==> src/rtl/hilo_md_ctrl.sv <==
// Iterative HI/LO multiply/divide controller: shift-add multiply and restoring
// divide on operand magnitudes, one bit per cycle, with sign fix-up at the end.
module hilo_md_ctrl #(
  parameter int WIDTH = 32
) (
  input  logic             i_clk,
  input  logic             i_rst,
  input  logic             i_start,
  input  logic             i_op_div,
  input  logic             i_is_sign,
  input  logic [WIDTH-1:0] i_srca,
  input  logic [WIDTH-1:0] i_srcb,
  input  logic             i_cancel,
  output logic             o_stall,
  output logic             o_busy,
  output logic             o_done,
  output logic             o_div_zero,
  output logic [WIDTH-1:0] o_hi,
  output logic [WIDTH-1:0] o_lo
);
  localparam int CW = (WIDTH > 1) ? $clog2(WIDTH) : 1;

  typedef enum logic [1:0] {S_IDLE, S_RUN, S_DONE} state_t;
  state_t r_state, w_state_nxt;

  logic [CW-1:0]    r_cnt;
  logic             r_op_div, r_neg_q, r_neg_r, r_bz;
  logic [WIDTH-1:0] r_m, r_q, r_a_raw;
  logic [WIDTH:0]   r_acc;
  logic [WIDTH-1:0] r_res_hi, r_res_lo, r_hi, r_lo;
  logic             r_dz;

  logic             w_go, w_last, w_sa, w_sb, w_ge;
  logic [WIDTH-1:0] w_abs_a, w_abs_b, w_q_nxt, w_fix_hi, w_fix_lo;
  logic [WIDTH:0]   w_sum, w_rs, w_acc_nxt;
  logic [2*WIDTH-1:0] w_prod;

  assign w_go    = i_start & ~i_cancel;
  assign w_last  = (r_cnt == CW'(WIDTH-1));
  assign w_sa    = i_is_sign & i_srca[WIDTH-1];
  assign w_sb    = i_is_sign & i_srcb[WIDTH-1];
  assign w_abs_a = w_sa ? -i_srca : i_srca;
  assign w_abs_b = w_sb ? -i_srcb : i_srcb;

  // One iteration: r_m is the multiplicand (mult) or divisor (div); r_q holds
  // the multiplier / dividend bits being consumed and the result bits produced.
  always_comb begin
    w_sum = {1'b0, r_acc[WIDTH-1:0]} + (r_q[0] ? {1'b0, r_m} : '0);
    w_rs  = {r_acc[WIDTH-1:0], r_q[WIDTH-1]};
    w_ge  = (w_rs >= {1'b0, r_m});
    if (r_op_div) begin
      w_acc_nxt = w_ge ? (w_rs - {1'b0, r_m}) : w_rs;
      w_q_nxt   = {r_q[WIDTH-2:0], w_ge};
    end else begin
      w_acc_nxt = {1'b0, w_sum[WIDTH:1]};
      w_q_nxt   = {w_sum[0], r_q[WIDTH-1:1]};
    end
  end

  always_comb begin
    w_prod = {w_acc_nxt[WIDTH-1:0], w_q_nxt};
    if (!r_op_div) begin
      {w_fix_hi, w_fix_lo} = r_neg_q ? -w_prod : w_prod;
    end else if (r_bz) begin
      w_fix_hi = r_a_raw;
      w_fix_lo = '1;
    end else begin
      w_fix_lo = r_neg_q ? -w_q_nxt : w_q_nxt;
      w_fix_hi = r_neg_r ? -w_acc_nxt[WIDTH-1:0] : w_acc_nxt[WIDTH-1:0];
    end
  end

  always_ff @(posedge i_clk or negedge i_rst) begin
    if (!i_rst) r_state <= S_IDLE;
    else        r_state <= w_state_nxt;
  end

  always_comb begin
    w_state_nxt = r_state;
    case (r_state)
      S_IDLE:  if (w_go) w_state_nxt = S_RUN;
      S_RUN:   if (i_cancel) w_state_nxt = S_IDLE;
               else if (w_last) w_state_nxt = S_DONE;
      S_DONE:  w_state_nxt = S_IDLE;
      default: w_state_nxt = S_IDLE;
    endcase
  end

  always_comb begin
    o_stall = 1'b0;
    o_done  = 1'b0;
    o_busy  = (r_state != S_IDLE);
    case (r_state)
      S_IDLE:  o_stall = w_go;
      S_RUN:   o_stall = 1'b1;
      S_DONE:  o_done  = ~i_cancel;
      default: ;
    endcase
  end

  // The result only becomes architectural once DONE completes uncancelled.
  assign o_hi       = o_done ? r_res_hi : r_hi;
  assign o_lo       = o_done ? r_res_lo : r_lo;
  assign o_div_zero = o_done ? r_bz     : r_dz;

  always_ff @(posedge i_clk or negedge i_rst) begin
    if (!i_rst) begin
      r_cnt    <= '0;
      r_op_div <= 1'b0;
      r_neg_q  <= 1'b0;
      r_neg_r  <= 1'b0;
      r_bz     <= 1'b0;
      r_m      <= '0;
      r_q      <= '0;
      r_a_raw  <= '0;
      r_acc    <= '0;
      r_res_hi <= '0;
      r_res_lo <= '0;
      r_hi     <= '0;
      r_lo     <= '0;
      r_dz     <= 1'b0;
    end else begin
      case (r_state)
        S_IDLE: if (w_go) begin
          r_cnt    <= '0;
          r_op_div <= i_op_div;
          r_neg_q  <= w_sa ^ w_sb;
          r_neg_r  <= w_sa;
          r_bz     <= i_op_div & (i_srcb == '0);
          r_m      <= i_op_div ? w_abs_b : w_abs_a;
          r_q      <= i_op_div ? w_abs_a : w_abs_b;
          r_a_raw  <= i_srca;
          r_acc    <= '0;
        end
        S_RUN: if (!i_cancel) begin
          r_cnt <= r_cnt + 1'b1;
          r_acc <= w_acc_nxt;
          r_q   <= w_q_nxt;
          if (w_last) begin
            r_res_hi <= w_fix_hi;
            r_res_lo <= w_fix_lo;
          end
        end
        S_DONE: if (!i_cancel) begin
          r_hi <= r_res_hi;
          r_lo <= r_res_lo;
          r_dz <= r_bz;
        end
        default: ;
      endcase
    end
  end
endmodule

==> config.mk <==
export PLATFORM = sky130hd
export DESIGN_NAME = hilo_md_ctrl
export DESIGN_NICKNAME = d
export VERILOG_FILES = /design/src/rtl/hilo_md_ctrl.sv
export SDC_FILE = /design/constraint.sdc
export NUM_CORES = 1
export LEC_CHECK = 0
export ABC_AREA = 1
export BUFFER_PORTS_ARGS = -buffer_cell sky130_fd_sc_hd__buf_2
export CAP_MARGIN = 20
export CELL_PAD_IN_SITES_DETAIL_PLACEMENT = 1
export CELL_PAD_IN_SITES_GLOBAL_PLACEMENT = 2
export CORE_MARGIN = 10
export CORE_UTILIZATION = 34
export DETAILED_ROUTE_END_ITERATION = 6
export PLACE_DENSITY_LB_ADDON = 0.05
export SYNTH_ARGS = -nofsm -noshare
export SYNTH_HDL_FRONTEND = slang
export SYNTH_SLANG_ARGS = --single-unit
==> constraint.sdc <==
create_clock -name i_clk -period 3.9 [get_ports i_clk]
set_input_delay 0.195 -clock i_clk [delete_from_list [all_inputs] [get_ports i_clk]]
set_output_delay 0.195 -clock i_clk [all_outputs]
set_load 0.1 [all_outputs]
==> results.json <==
{
  "outcome": "complete, no violations",
  "fmaxAchievable_mhz": 264,
  "num_antenna_cells": 0,
  "p_int_mw": 12.8,
  "ys_types": 54,
  "portBuffers": 137,
  "power_switching_mw": 14.5,
  "hold_violations": 0,
  "critPathLaunch": "r_acc[18]",
  "cpMostUsedCell": "nor2_4",
  "finalMaxSlewViolations": 0,
  "vdd_drop_max_v": 0.000434,
  "fin_tns_setup_ps": 0,
  "crit_path_max_incr_delay_ps": 490,
  "dpl.hpwl_mm": 94.7,
  "clk_pin_slew_ps": 80,
  "synthArstFlopShare": 1.00,
  "min_period_ps": 3790,
  "antenna_found_initial": 3,
  "worstRegToRegCells": 28,
  "drc_errors": 0,
  "p_leak_nw": 15.2,
  "synthSimpleGateAreaFrac": 0.364,
  "ant_nets": 0,
  "syn_nets": 3522,
  "vias": 25800,
  "critPathLaunchType": "register",
  "finalSetupViolations": 0,
  "start_util": 0.343,
  "worst_slew_pin_slew_ps": 1050,
  "tritoncts": "built",
  "cts_buffers": 35,
  "combPwrFrac": 0.737,
  "fin_ws_ps": 114,
  "grt_pass1_wl_mm": 172,
  "core_um2": 63100,
  "r2r_slack_ps": 110,
  "viasPerCell": 5.44,
  "ys_warn_count": 0,
  "synth-compound-area-share": 0.137,
  "synth_xor_area_frac": 0.0368,
  "wire_per_inst_um": 24.7,
  "power_density_nw_per_um2": 945,
  "drtIter0Drc": 2457,
  "grt_usage": 0.305,
  "worstPathArrival_ps": 4230,
  "swShare": 0.530,
  "cp_max_fo": 5,
  "path_buf_inv": 2,
  "hold_path_class": "in -> reg",
  "fillers": 8247,
  "synth_flop_cell": "dfrtp_1",
  "postSynthAreaPerCell_um2": 6.41,
  "end_kind": "register",
  "period_share": 0.971,
  "rsz0062_at_grt": "yes",
  "layout-drive-gt1-share": 0.256,
  "cts-root-buf": "clkbuf_16",
  "clock_path_buffers": 3,
  "syn-cell-area_um2": 21700,
  "rows": 92,
  "fin_nets": 4018,
  "grt_max_degree": 90,
  "rr_endpoint": "r_res_hi[30]",
  "p_total_mw": 27.3,
  "pwr-share-clk": 0.130,
  "synth_fa_ha_area_frac": 0.0423,
  "slew_headroom": 0.301,
  "critPathSlowestCell": "dfrtp_2",
  "synth.ff_latch_count": 268,
  "ctsHtreeMaxLevel": 2,
  "syn_inst": 3380,
  "crit_family": "simple AND/OR/NAND/NOR gates",
  "synth_top_family_by_area": "simple AND/OR/NAND/NOR gates",
  "insertion_delay_ps": 570,
  "fin_worst_skew_ps": 26.8,
  "clock-sinks": 268,
  "p_seq_frac": 0.133,
  "grt_pass1_vias": 26800,
  "gp_congestion": 1.00,
  "rr_startpoint": "r_acc[18]",
  "top_level_ports": 138,
  "cap_viol_max_count": 0,
  "synth.area.mux_share": 0.000462,
  "die_w_um": 272,
  "pre_cts_ws_ps": -114,
  "grt_overflow_total": 0,
  "drt-total-wl_mm": 117,
  "die_area_um2": 74200,
  "critPathCapture": "r_res_hi[30]",
  "die_y_um": 272,
  "cp.depth": 28,
  "synth-edff-count": 0,
  "area_growth_pct": 33.3,
  "worstPathRequired_ps": 4340,
  "drt-pass1-iter-count": 5,
  "ys_seq_area_frac": 0.310,
  "crit_type": "reg -> reg"
}
[repair_timing]
item,in CTS,in global routing
hold buffers,12,0
hold endpoints to repair,84,0
gates cloned,0,1
setup endpoints to repair,17,29
pin swaps,2,54
resized for setup,33,273
setup buffers,3,35
[synthesized netlist by cell type, types with 5 or more instances]
master	instances	area [µm²]
nand2_2	23	144
or2_2	17	106
o21a_1	5	37.5
o21ai_0	211	1060
a32oi_1	8	70.1
buf_6	13	146
nor2_1	250	938
nand4_1	41	257
o21ai_2	5	43.8
o21ai_1	17	85.1
nor3_1	37	185
buf_2	17	85.1
a22oi_1	47	353
buf_1	9	33.8
inv_1	449	1690
nand3_2	23	230
o221ai_1	22	193
xnor2_1	26	228
a21oi_1	97	485
o21bai_1	8	60.1
inv_2	12	45.0
nor2_2	27	169
nand3_1	234	1170
xor2_1	65	569
nand3b_1	11	82.6
ha_1	70	876
a31oi_1	15	93.8
nand2_1	1163	4370
nor4_1	12	75.1
nor2_4	8	90.1
o22ai_1	25	156
dfrtp_1	268	6710
o211ai_1	26	195
clkbuf_1	83	312
[worst min path at each step]
stage | from | slack [ps] | endpoint | cells after the start
floorplan | i_rst | -100 | r_a_raw[0] | 0
global route | i_srca[15] | 30 | r_a_raw[15] | 3
global placement | i_rst | 280 | r_acc[30] | 1
detailed placement | i_rst | 280 | r_acc[30] | 1
finish | i_srca[2] | 20 | r_a_raw[2] | 3
CTS | i_srca[2] | 2 | r_a_raw[2] | 3
[sequential cells by signal, summed over array words and instances, names as in the netlist]
signal	cells
r_a_raw	32
r_acc	32
r_hi	32
r_lo	32
r_m	32
r_q	32
r_res_hi	32
r_res_lo	32
r_cnt	5
r_state	2
r_bz	1
r_dz	1
r_neg_q	1
r_neg_r	1
r_op_div	1
[cell families (layout without fill, tap and decap cells)]
group / count (synthesis) / count (layout)
compound gates: 503 / 503
xor+xnor: 91 / 91
fa+ha+maj: 72 / 72
buf+inv: 590 / 1112
flops: 268 / 268
mux: 1 / 1
simple gates: 1855 / 1855
[metal layers]
metal | global-route usage | part of all wire | wire length [µm] | vias to the layer above
li1 | - | - | - | 11800
met5 | 0 | 0 | 0 | -
met3 | 0.0388 | 0.067 | 7840 | 188
met1 | 0.421 | 0.45 | 52800 | 12800
met2 | 0.490 | 0.45 | 52800 | 978
met4 | 0.0920 | 0.033 | 3930 | 0
[layout make-up]
cell class              instances  area (µm²)  area share
clock buffers                  46         987      0.0342
clock inverters                17         239     0.00828
inverters                     465        1750      0.0606
multi-input cells            2522       13900       0.481
flip-flops and latches        268        6720       0.233
well taps                     846        1060      0.0367
repair buffers                584        4220       0.146
[power by group through the flow]
stage          Combinational, mW  Sequential, mW  Clock, mW
3_5_place_dp                17.6            3.60          0
2_1_floorplan               8.43            3.49          0
5_1_grt                     21.2            3.66       3.71
6_report                    20.1            3.63       3.55
3_3_place_gp                17.4            3.58          0
4_1_cts                     18.0            3.55       3.60
[worst reg2reg max path, delay by kind of cell (launching register included)]
kind            cells  cell delay, ps
flops               1             490
buf+inv             2             140
fa+ha+maj           2             430
simple gates       23            2400
compound gates      1             200
[stage by stage]
step	cells	hold WS (ps)	util	instance area [µm²]
finish	4748	21.0	0.458	28900
global route	4748	31.2	0.458	28900
CTS	4712	2.15	0.435	27400
detailed placement	4634	281	0.411	25900
global placement	4633	281	0.411	25900
floorplan	3380	-101	-	21700
[cell usage in the layout, fill, tap and decap left out, types with 15 or more instances in the layout]
cell and count:
nand2_1 1085, inv_1 426, buf_4 424, dfrtp_1 261, nand3_1 218, nor2_1 201, o21ai_0 197, buf_2 136
nand2_2 91, a21oi_1 80, xor2_1 64, nor2_2 60, a22oi_1 47, nand4_1 41, ha_4 39, clkbuf_16 36
nor3_1 34, inv_2 33, ha_1 29, nand3_2 28, o21ai_1 27, o211ai_1 26, o22ai_1 25, nor2_4 24
xnor2_1 24, o221ai_1 22, or2_2 17, a21oi_2 16, a31oi_1 15
Power figures use the tool's default switching activity.
